[src/rtl/inst_fetch_queue.sv]
// Instruction fetch stage: owns the fetch PC, issues word requests and buffers responses in a PC-tagged prefetch FIFO.
// Optional macro IFQ_BYPASS_EN forwards a response straight to the core when the FIFO is empty.
module inst_fetch_queue #(
    parameter int unsigned DEPTH    = 4,
    parameter logic [31:0] RESET_PC = 32'h0
) (
    input  logic        clock,
    input  logic        reset,
    output logic        mem_req,
    output logic [31:0] mem_addr,
    input  logic        mem_ready,
    input  logic        mem_rvalid,
    input  logic [31:0] mem_rdata,
    output logic        inst_valid,
    input  logic        inst_ready,
    output logic [31:0] inst_data,
    output logic [31:0] inst_pc,
    input  logic        redirect,
    input  logic [31:0] redirect_pc,
    input  logic        halt
);

    localparam int unsigned AW = $clog2(DEPTH);
    localparam int unsigned CW = AW + 1;
    localparam int unsigned SW = CW + 1;

    typedef enum logic [1:0] {FETCH, DRAIN, HALT} state_t;

    typedef struct packed {
        logic [31:0] pc;
        logic [31:0] instr;
    } fetch_entry_t;

    state_t        state;
    state_t        state_next;
    fetch_entry_t  fifo_mem [DEPTH];
    logic [31:0]   tag_mem  [DEPTH];
    logic [AW-1:0] wr_ptr;
    logic [AW-1:0] rd_ptr;
    logic [AW-1:0] tag_wr_ptr;
    logic [AW-1:0] tag_rd_ptr;
    logic [CW-1:0] count;
    logic [CW-1:0] outstanding;
    logic [CW-1:0] stale;
    logic [31:0]   fetch_pc;

    logic          head_valid;
    logic          credit;
    logic          accept;
    logic          rsp_live;
    logic          stale_dec;
    logic          fifo_push;
    logic          fifo_pop;
    logic          bypass_take;
    logic [SW-1:0] inflight;
    logic [CW-1:0] stale_on_redirect;
    logic [CW-1:0] stale_after;

    assign head_valid = (count != '0);
    assign credit     = (SW'(count) + SW'(outstanding)) < SW'(DEPTH);
    assign mem_req    = ~reset & (state == FETCH) & ~halt & credit;
    assign accept     = mem_req & mem_ready;
    assign mem_addr   = fetch_pc;

    // A response is live only when no stale responses remain ahead of it and no redirect is flushing it.
    assign rsp_live   = mem_rvalid & ~redirect & (stale == '0) & ~reset;
    assign stale_dec  = mem_rvalid & (stale != '0);
    assign stale_after = stale - CW'(stale_dec);

    // Everything still in flight after this cycle becomes stale on a redirect.
    assign inflight = SW'(stale) + SW'(outstanding) + SW'(accept);
    assign stale_on_redirect = (mem_rvalid && inflight != '0) ? CW'(inflight - SW'(1)) : CW'(inflight);

    // Consumer view: registered FIFO head, optionally overridden by a same-cycle response.
    always_comb begin
        inst_valid  = head_valid;
        inst_data   = fifo_mem[rd_ptr].instr;
        inst_pc     = fifo_mem[rd_ptr].pc;
        bypass_take = 1'b0;
`ifdef IFQ_BYPASS_EN
        if (!head_valid && rsp_live) begin
            inst_valid  = 1'b1;
            inst_data   = mem_rdata;
            inst_pc     = tag_mem[tag_rd_ptr];
            bypass_take = inst_ready;
        end
`endif
    end

    assign fifo_pop  = head_valid & inst_ready;
    assign fifo_push = rsp_live & ~bypass_take;

    always_comb begin
        state_next = state;
        case (state)
            FETCH:   if (halt) state_next = HALT;
            DRAIN:   if (stale_after == '0) state_next = FETCH;
            HALT:    if (!halt) state_next = FETCH;
            default: state_next = FETCH;
        endcase
        if (redirect) begin
            if (stale_on_redirect != '0) state_next = DRAIN;
            else if (halt)               state_next = HALT;
            else                         state_next = FETCH;
        end
    end

    always_ff @(posedge clock) begin
        if (reset) begin
            state       <= FETCH;
            wr_ptr      <= '0;
            rd_ptr      <= '0;
            tag_wr_ptr  <= '0;
            tag_rd_ptr  <= '0;
            count       <= '0;
            outstanding <= '0;
            stale       <= '0;
            fetch_pc    <= RESET_PC;
            for (int unsigned i = 0; i < DEPTH; i++) fifo_mem[i] <= '0;
        end else begin
            state <= state_next;
            if (redirect) begin
                wr_ptr      <= '0;
                rd_ptr      <= '0;
                tag_wr_ptr  <= '0;
                tag_rd_ptr  <= '0;
                count       <= '0;
                outstanding <= '0;
                stale       <= stale_on_redirect;
                fetch_pc    <= redirect_pc;
            end else begin
                if (fifo_push) begin
                    fifo_mem[wr_ptr] <= '{pc: tag_mem[tag_rd_ptr], instr: mem_rdata};
                    wr_ptr           <= wr_ptr + AW'(1);
                end
                if (fifo_pop) rd_ptr <= rd_ptr + AW'(1);
                count <= count + CW'(fifo_push) - CW'(fifo_pop);
                if (accept) begin
                    tag_wr_ptr <= tag_wr_ptr + AW'(1);
                    fetch_pc   <= fetch_pc + 32'd1;
                end
                if (rsp_live) tag_rd_ptr <= tag_rd_ptr + AW'(1);
                outstanding <= outstanding + CW'(accept) - CW'(rsp_live);
                stale       <= stale_after;
            end
        end
    end

    // PC tags of in-flight requests, popped in response order.
    always_ff @(posedge clock) begin
        if (accept && !redirect) tag_mem[tag_wr_ptr] <= fetch_pc;
    end

endmodule
[config.mk]
export PLATFORM = sky130hd
export DESIGN_NAME = inst_fetch_queue
export DESIGN_NICKNAME = d
export VERILOG_FILES = /design/src/rtl/inst_fetch_queue.sv
export SDC_FILE = /design/constraint.sdc
export NUM_CORES = 1
export LEC_CHECK = 0
export CAP_MARGIN = 10
export CORE_ASPECT_RATIO = 1.5
export CORE_UTILIZATION = 45
export CTS_CLUSTER_SIZE = 8
export DETAILED_ROUTE_END_ITERATION = 7
export GPL_TIMING_DRIVEN = 0
export PLACE_DENSITY_LB_ADDON = 0.3
export SETUP_SLACK_MARGIN = 0.1
export SLEW_MARGIN = 15
export SYNTH_ARGS = -nofsm -noshare
export SYNTH_HDL_FRONTEND = slang
export SYNTH_SLANG_ARGS = --single-unit
[constraint.sdc]
create_clock -name clock -period 7.4 [get_ports clock]
set_clock_uncertainty 0.2 [all_clocks]
set_input_delay 1.48 -clock clock [delete_from_list [all_inputs] [get_ports clock]]
set_output_delay 1.48 -clock clock [all_outputs]
set_load 0.1 [all_outputs]
=== After elaboration in Yosys (flattened, before gate mapping) ===
Memory sizes are Yosys's and may differ from the RTL's. A register that Yosys moved wholly into a read port is not among the register bits.
Cells that the tools add are included.

* Bits in registers: 51
* RAM bits: 384
* Bits of input ports: 71
* Output and inout port bits: 98
* Word-level logic and storage cells: 83
* Memories kept: 2

{| class="wikitable"
|+ Memories
! memory !! depth !! bits a word !! read ports !! clocked after memory_dff !! write ports !! RTL line !! RTL
|-
| fifo_mem || 4 || 64 || 1 || 1 || 4 || 36 || <nowiki>fetch_entry_t fifo_mem [DEPTH];</nowiki>
|-
| tag_mem || 4 || 32 || 1 || 1 || 1 || 37 || <nowiki>logic [31:0] tag_mem [DEPTH];</nowiki>
|}

* Add/subtract/negate cells: 14
* $lt $le $gt $ge: 1
* Eq/ne operators: 5
* Multiplexer cells: 26
* Bitwise logic cells: 12
* Reductions and logical operators: 14

{| class="wikitable"
|+ Operator list
! operator !! count
|-
| 32-bit 2-to-1 mux || 2
|-
| 64-bit 2-to-1 mux || 1
|-
| 64-bit OR reduction || 1
|-
| 32-bit by 1-bit adder with 32-bit output (second input constant) || 1
|-
| 2-bit 2-to-1 mux || 11
|-
| 1-bit AND || 9
|-
| 1-bit 2-to-1 mux || 9
|-
| 3-bit != test (second input constant) || 3
|-
| 3-bit nonzero test || 3
|-
| 3-bit by 1-bit subtractor with 3-bit output || 3
|-
| 2-bit by 1-bit adder with 2-bit output (second input constant) || 4
|-
| 3-bit by 3-bit adder with 4-bit output || 2
|-
| 3-bit by 1-bit adder with 3-bit output || 2
|-
| 3-bit zero test || 2
|-
| 3-bit 2-to-1 mux || 2
|-
| 2-bit case mux with 3 select lines || 1
|-
| 4-bit by 1-bit adder with 4-bit output || 1
|-
| 4-bit by 3-bit < comparator with 1-bit output (second input constant) || 1
|-
| 4-bit nonzero test || 1
|-
| 1-bit NOT || 3
|-
| 3-bit AND reduction || 1
|-
| 3-bit by 1-bit subtractor with 3-bit output (second input constant) || 1
|-
| 2-bit by 1-bit equality test with 1-bit output (second input constant) || 1
|-
| 2-bit equality test (second input constant) || 1
|-
| 5 further kinds || 6
|}

=== Depth between registers and ports, before layout ===
* Word-level depth: 12
* Gate-level depth with buffers: 13
* Mapped depth without buffers: 13

=== Worst setup path before layout ===
Ideal clock, no wire load.

* Kind: in2reg
* From: input redirect
* To: memory fifo_mem[3][0] (netlist name), enable pin
* Library setup time: 0.486 ns
* Arrival time: 5.039 ns
* Required time: 6.714 ns
* Path slack: 1.675 ns
* Stages: 6
* Buffers on the path: 1
* Path through: nor2_1 nand3_1 inv_1 clkbuf_1 a21oi_1 nor2_1

{| class="wikitable"
|+ RTL lines
! item !! RTL line !! RTL
|-
| from (decl) || 18 || <nowiki>input logic redirect,</nowiki>
|-
| to (decl) || 36 ||
|}

=== Worst setup path after layout ===
* From: input halt
* To: output mem_req

* Cells in the longest elaborated chain, start to end: 3

{| class="wikitable"
|+ RTL lines
! item !! RTL line !! RTL
|-
| from (decl) || 20 || <nowiki>input logic halt</nowiki>
|-
| 1-bit NOT || 61 || <nowiki>assign mem_req = ~reset & (state == FETCH) & ~halt & credit;</nowiki>
|-
| 1-bit AND (2 in series) || 61 ||
|-
| to (decl) || 9 || <nowiki>output logic mem_req,</nowiki>
|}

No other way between the ends.

==> impl_results.md <==
- Drt first-iter violations: 713
- Post-detailed-placement cell area: 21,540 um2
- Maximum fanout along the worst path: 6
- Number of slew-limit violations in the final report: 0
- Row Count: between 90 and 100
- Combinational Power Share: 0.155
- Final net count: 1,511
- Count of synthesis-stage warnings from yosys: 0
- Number of cells produced by synthesis: 1,180
- Run status: finished, final reports clean
- Floorplan die area: 42,800 um2
- Via-to-Cell Ratio: 5.363
- Highest clock frequency the design can meet: 0.1770 GHz
- CP endpoint kind: output pin
- Mean instance size in the synthesized netlist: 16.00 um2
- Remaining number of nets flagged by the antenna check after routing: 0
- Sum of negative setup slack: 0 ns
- Worst-case vdd ir drop: 0.0001983 V
- Share of async-settable or async-resettable flops after synthesis: 0
- Cts repair resizes: 0
- Die width: 169.2 um
- Sequential cell area fraction in the yosys report: 0.6691
- Global-route total usage across every layer: 0.2073
- Final setup violating endpoints: 0
- Crit path launch type: input pin
- Data arrival time of the critical path: 3.97 ns
- Number of buffer and inverter instances along the worst setup path: 2
- Number of vias in the routed layout: ~11,000
- Post-synthesis register bit count: ~440
- Min cycle time layout: roughly 5.6 ns
- Ratio of final minimum period to clock period: 0.7634
- Required time of the critical path: between 5 and 6 ns
- Total length of routed wires: 43.01 mm
- Count of cell types in the netlist: 58
- Overall Power: between 6 and 7 mW
- TritonCTS Buffers: 60
- Share of post-route cells with drive strength above 1: 0.1445
- Non-filler cells in the finished layout: between 2,000 and 2,500
- Htree depth: 2
- Area grow syn2layout: 23.03%
- Antenna violations before repair: 0
- Post-route DRC violation count: 0
- Via count of the first global-routing pass: 11,668
- Number of ports placed on the die boundary: 169
- Maxcap violations: 0
- Slowest stage cell, crit path: sky130_fd_sc_hd__clkdlybuf4s50_1
- Number of I/O port buffers: 168
- Layout Utilization: 0.5636
- Sequential power share: 0.456
- Area fraction of the dominant cell type after synthesis: 0.6107
- Wire length of the first global-routing pass: between 60 and 70 mm
- CTS hold repair buffers: 0
- Cell chosen for the clock root: sky130_fd_sc_hd__clkbuf_16
- Cell leakage power: ~8.3 nW
- Final-layout fill cell count: 3,356
- Cell mode on critical path: sky130_fd_sc_hd__clkdlybuf4s50_1
- Biggest area contributors in the synthesized netlist: sky130_fd_sc_hd__edfxtp_1 61%, sky130_fd_sc_hd__mux4_2 11%, sky130_fd_sc_hd__and2_1 6.7%
- Hold violation count in the final report: 0
- Max_slew headroom: 0.2830
- Core box area: a little over 40,000 um2
- Switching share of total power: 0.2719
- Iteration count of the initial detailed-routing pass: 5
- Worst path top cell family by delay: buffers and inverters
- Overall die height: about 250 um
- Cell-by-cell trace of the critical path: clkdlybuf4s50_1, nor4_4, and3_1, clkdlybuf4s50_1
- Leading area contributor after synthesis: sky130_fd_sc_hd__edfxtp_1
- Critical path start-end classification: input pin to output pin
- Net switching power of the design: 1.737 mW
- Clock-pin slew of the registers on the worst-case setup and hold paths: 0.05 ns
- Max Root-Sink Buffers: 3
- Routed WL per cell: 21.32 um
- Diode count: 0
- Setup repair after global routing missed its margin: no
- Clock share of power: 0.389
- Total instance count after detailed placement: approximately 1,900
- Largest incremental delay on the critical path: 1.14 ns
- Leading register cell type out of synthesis: sky130_fd_sc_hd__edfxtp_1
- Clock tree from TritonCTS: done
- Synthesized netlist net count: approximately 1,300
- P_int: 4.652 mW
- Starting density of the core: 0.4581
- Hpwl dp: 28.86 mm
- Insertion delay to the later sink of the worst-skew pair: ~0.58 ns
- Final Instance Area: 23,230 um2
- EDFF count, synth: roughly 380
- Cell Pwr Density: approximately 280 nW/um2
- Slew @ Worst Pin: 1.072 ns
- Netlist area before placement: 18,880 um2
- Post-CTS setup buffer count: 0
- RePlAce Congestion: 0.8214
- Maximum number of pins on one net before global-route repair: 42
- Number of sinks handled by clock tree synthesis: 439
- Worst min path class: register to register
- Total gr overflow: 0
flip-flops by register name, summed over array words and instances, names as in the netlist, named ones only:
signal,flops
rd_ptr,2
state,2
tag_rd_ptr,2
stale,3
count,3
wr_ptr,2
mem_addr,32
fifo_mem,256
tag_mem,128
outstanding,3
tag_wr_ptr,2
power by group through the flow:
stage          combinational [mW]  clock [mW]  sequential [mW]
3_5_place_dp                0.997           0             2.96
3_3_place_gp                0.966           0             2.96
4_1_cts                      1.00        2.53             2.91
5_1_grt                      1.05        2.62             2.92
2_1_floorplan               0.622           0             3.02
6_report                    0.992        2.49             2.91
worst paths after layout:
| kind | startpoint | endpoint | slack (ns) | depth (start not counted) |
|---|---|---|---|---|
| worst min register to register | tag_wr_ptr[1]$_SDFFE_PP0P_ | tag_wr_ptr[1]$_SDFFE_PP0P_ | 0.30 | 2 |
| worst min-delay path | tag_wr_ptr[1]$_SDFFE_PP0P_ | tag_wr_ptr[1]$_SDFFE_PP0P_ | 0.30 | 2 |
| worst max-delay path | halt | mem_req | 1.75 | 4 |
| worst max register to register | outstanding[1]$_SDFF_PP0_ | state[1]$_SDFFE_PP0P_ | 3.36 | 12 |
cells in the final DEF, fill, tap and decap left out, types with 17 or more instances in the layout:
cell | synthesis | final
sky130_fd_sc_hd__xnor2_1 | 19 | 19
sky130_fd_sc_hd__and2_1 | 201 | 197
sky130_fd_sc_hd__and3_1 | 68 | 68
sky130_fd_sc_hd__dfxtp_1 | 55 | 55
sky130_fd_sc_hd__clkbuf_1 | 58 | 97
sky130_fd_sc_hd__clkdlybuf4s50_1 | 0 | 168
sky130_fd_sc_hd__a21oi_1 | 29 | 29
sky130_fd_sc_hd__o21a_1 | 17 | 17
sky130_fd_sc_hd__nor2_1 | 30 | 29
sky130_fd_sc_hd__clkbuf_16 | 0 | 61
sky130_fd_sc_hd__mux4_2 | 96 | 96
sky130_fd_sc_hd__nand2_1 | 24 | 24
sky130_fd_sc_hd__edfxtp_1 | 384 | 384
sky130_fd_sc_hd__inv_1 | 36 | 36
cells in the mapped netlist (all sizes together), types with 2 or more instances:
| master | n |
|---|---|
| edfxtp | 384 |
| and2 | 201 |
| mux4 | 96 |
| and3 | 68 |
| clkbuf | 58 |
| dfxtp | 55 |
| inv | 36 |
| nor2 | 31 |
| a21oi | 29 |
| nand2 | 24 |
| xnor2 | 19 |
| nand3 | 17 |
| nor3 | 17 |
| o21a | 17 |
| ha | 16 |
| xor2 | 16 |
| buf | 13 |
| nand4 | 10 |
| o21ai | 9 |
| nor4 | 7 |
| and4 | 5 |
| mux2i | 5 |
| nand2b | 5 |
| nor2b | 5 |
| fa | 4 |
| o31a | 3 |
| or2 | 3 |
| or3 | 3 |
| a2111oi | 2 |
| a21o | 2 |
| a221oi | 2 |
| a311oi | 2 |
| nor4b | 2 |
| or4 | 2 |
kinds of logic (layout without fill, tap and decap cells):
kind of cell,Yosys count,after routing,synth area share
xor+xnor,35,35,0.01624
flops,439,439,0.6691
buf+inv,108,388,0.02260
mux,102,102,0.1178
fa+ha+maj,20,20,0.01484
simple gates,402,402,0.1335
compound gates,74,74,0.02598
metrics by stage:
stage               hold slack (ns)  worst slack (ns)
CTS                          0.3033             1.761
finish                       0.3005             1.751
global route                 0.3353             1.715
floorplan                    0.2586             1.675
detailed placement           0.2946             1.777
global placement             0.2785            -1.959
routing by layer:
metal	GRT usage	vias to the layer above	share of wire	wire (um)
li1	-	4944	-	-
met3	0.03063	87	0.044	1879
met5	0	-	0	0
met2	0.3919	333	0.54	23350
met4	0.08932	0	0.039	1691
met1	0.2283	5458	0.37	16090
worst reg2reg max path: cells and delay by family, from the launching register on:
| family | cells | cell delay [ns] |
|---|---|---|
| compound gates | 2 | 0.69 |
| fa+ha+maj | 4 | 1.50 |
| buf+inv | 2 | 0.33 |
| flops | 1 | 0.39 |
| simple gates | 4 | 0.87 |
cell type report:
cell class | instances | area [um2] | share of cell area
multi-input cells | 633 | 5847 | 0.2517
inverters | 37 | 140.1 | 0.006033
well taps | 558 | 698.2 | 0.03006
repair buffers | 178 | 1934 | 0.08328
plain buffers | 71 | 286.5 | 0.01234
flip-flops and latches | 439 | 12630 | 0.5438
clock buffers | 100 | 1673 | 0.07202
clock inverters | 2 | 17.52 | 0.0007541
Power figures use the tool's default switching activity.
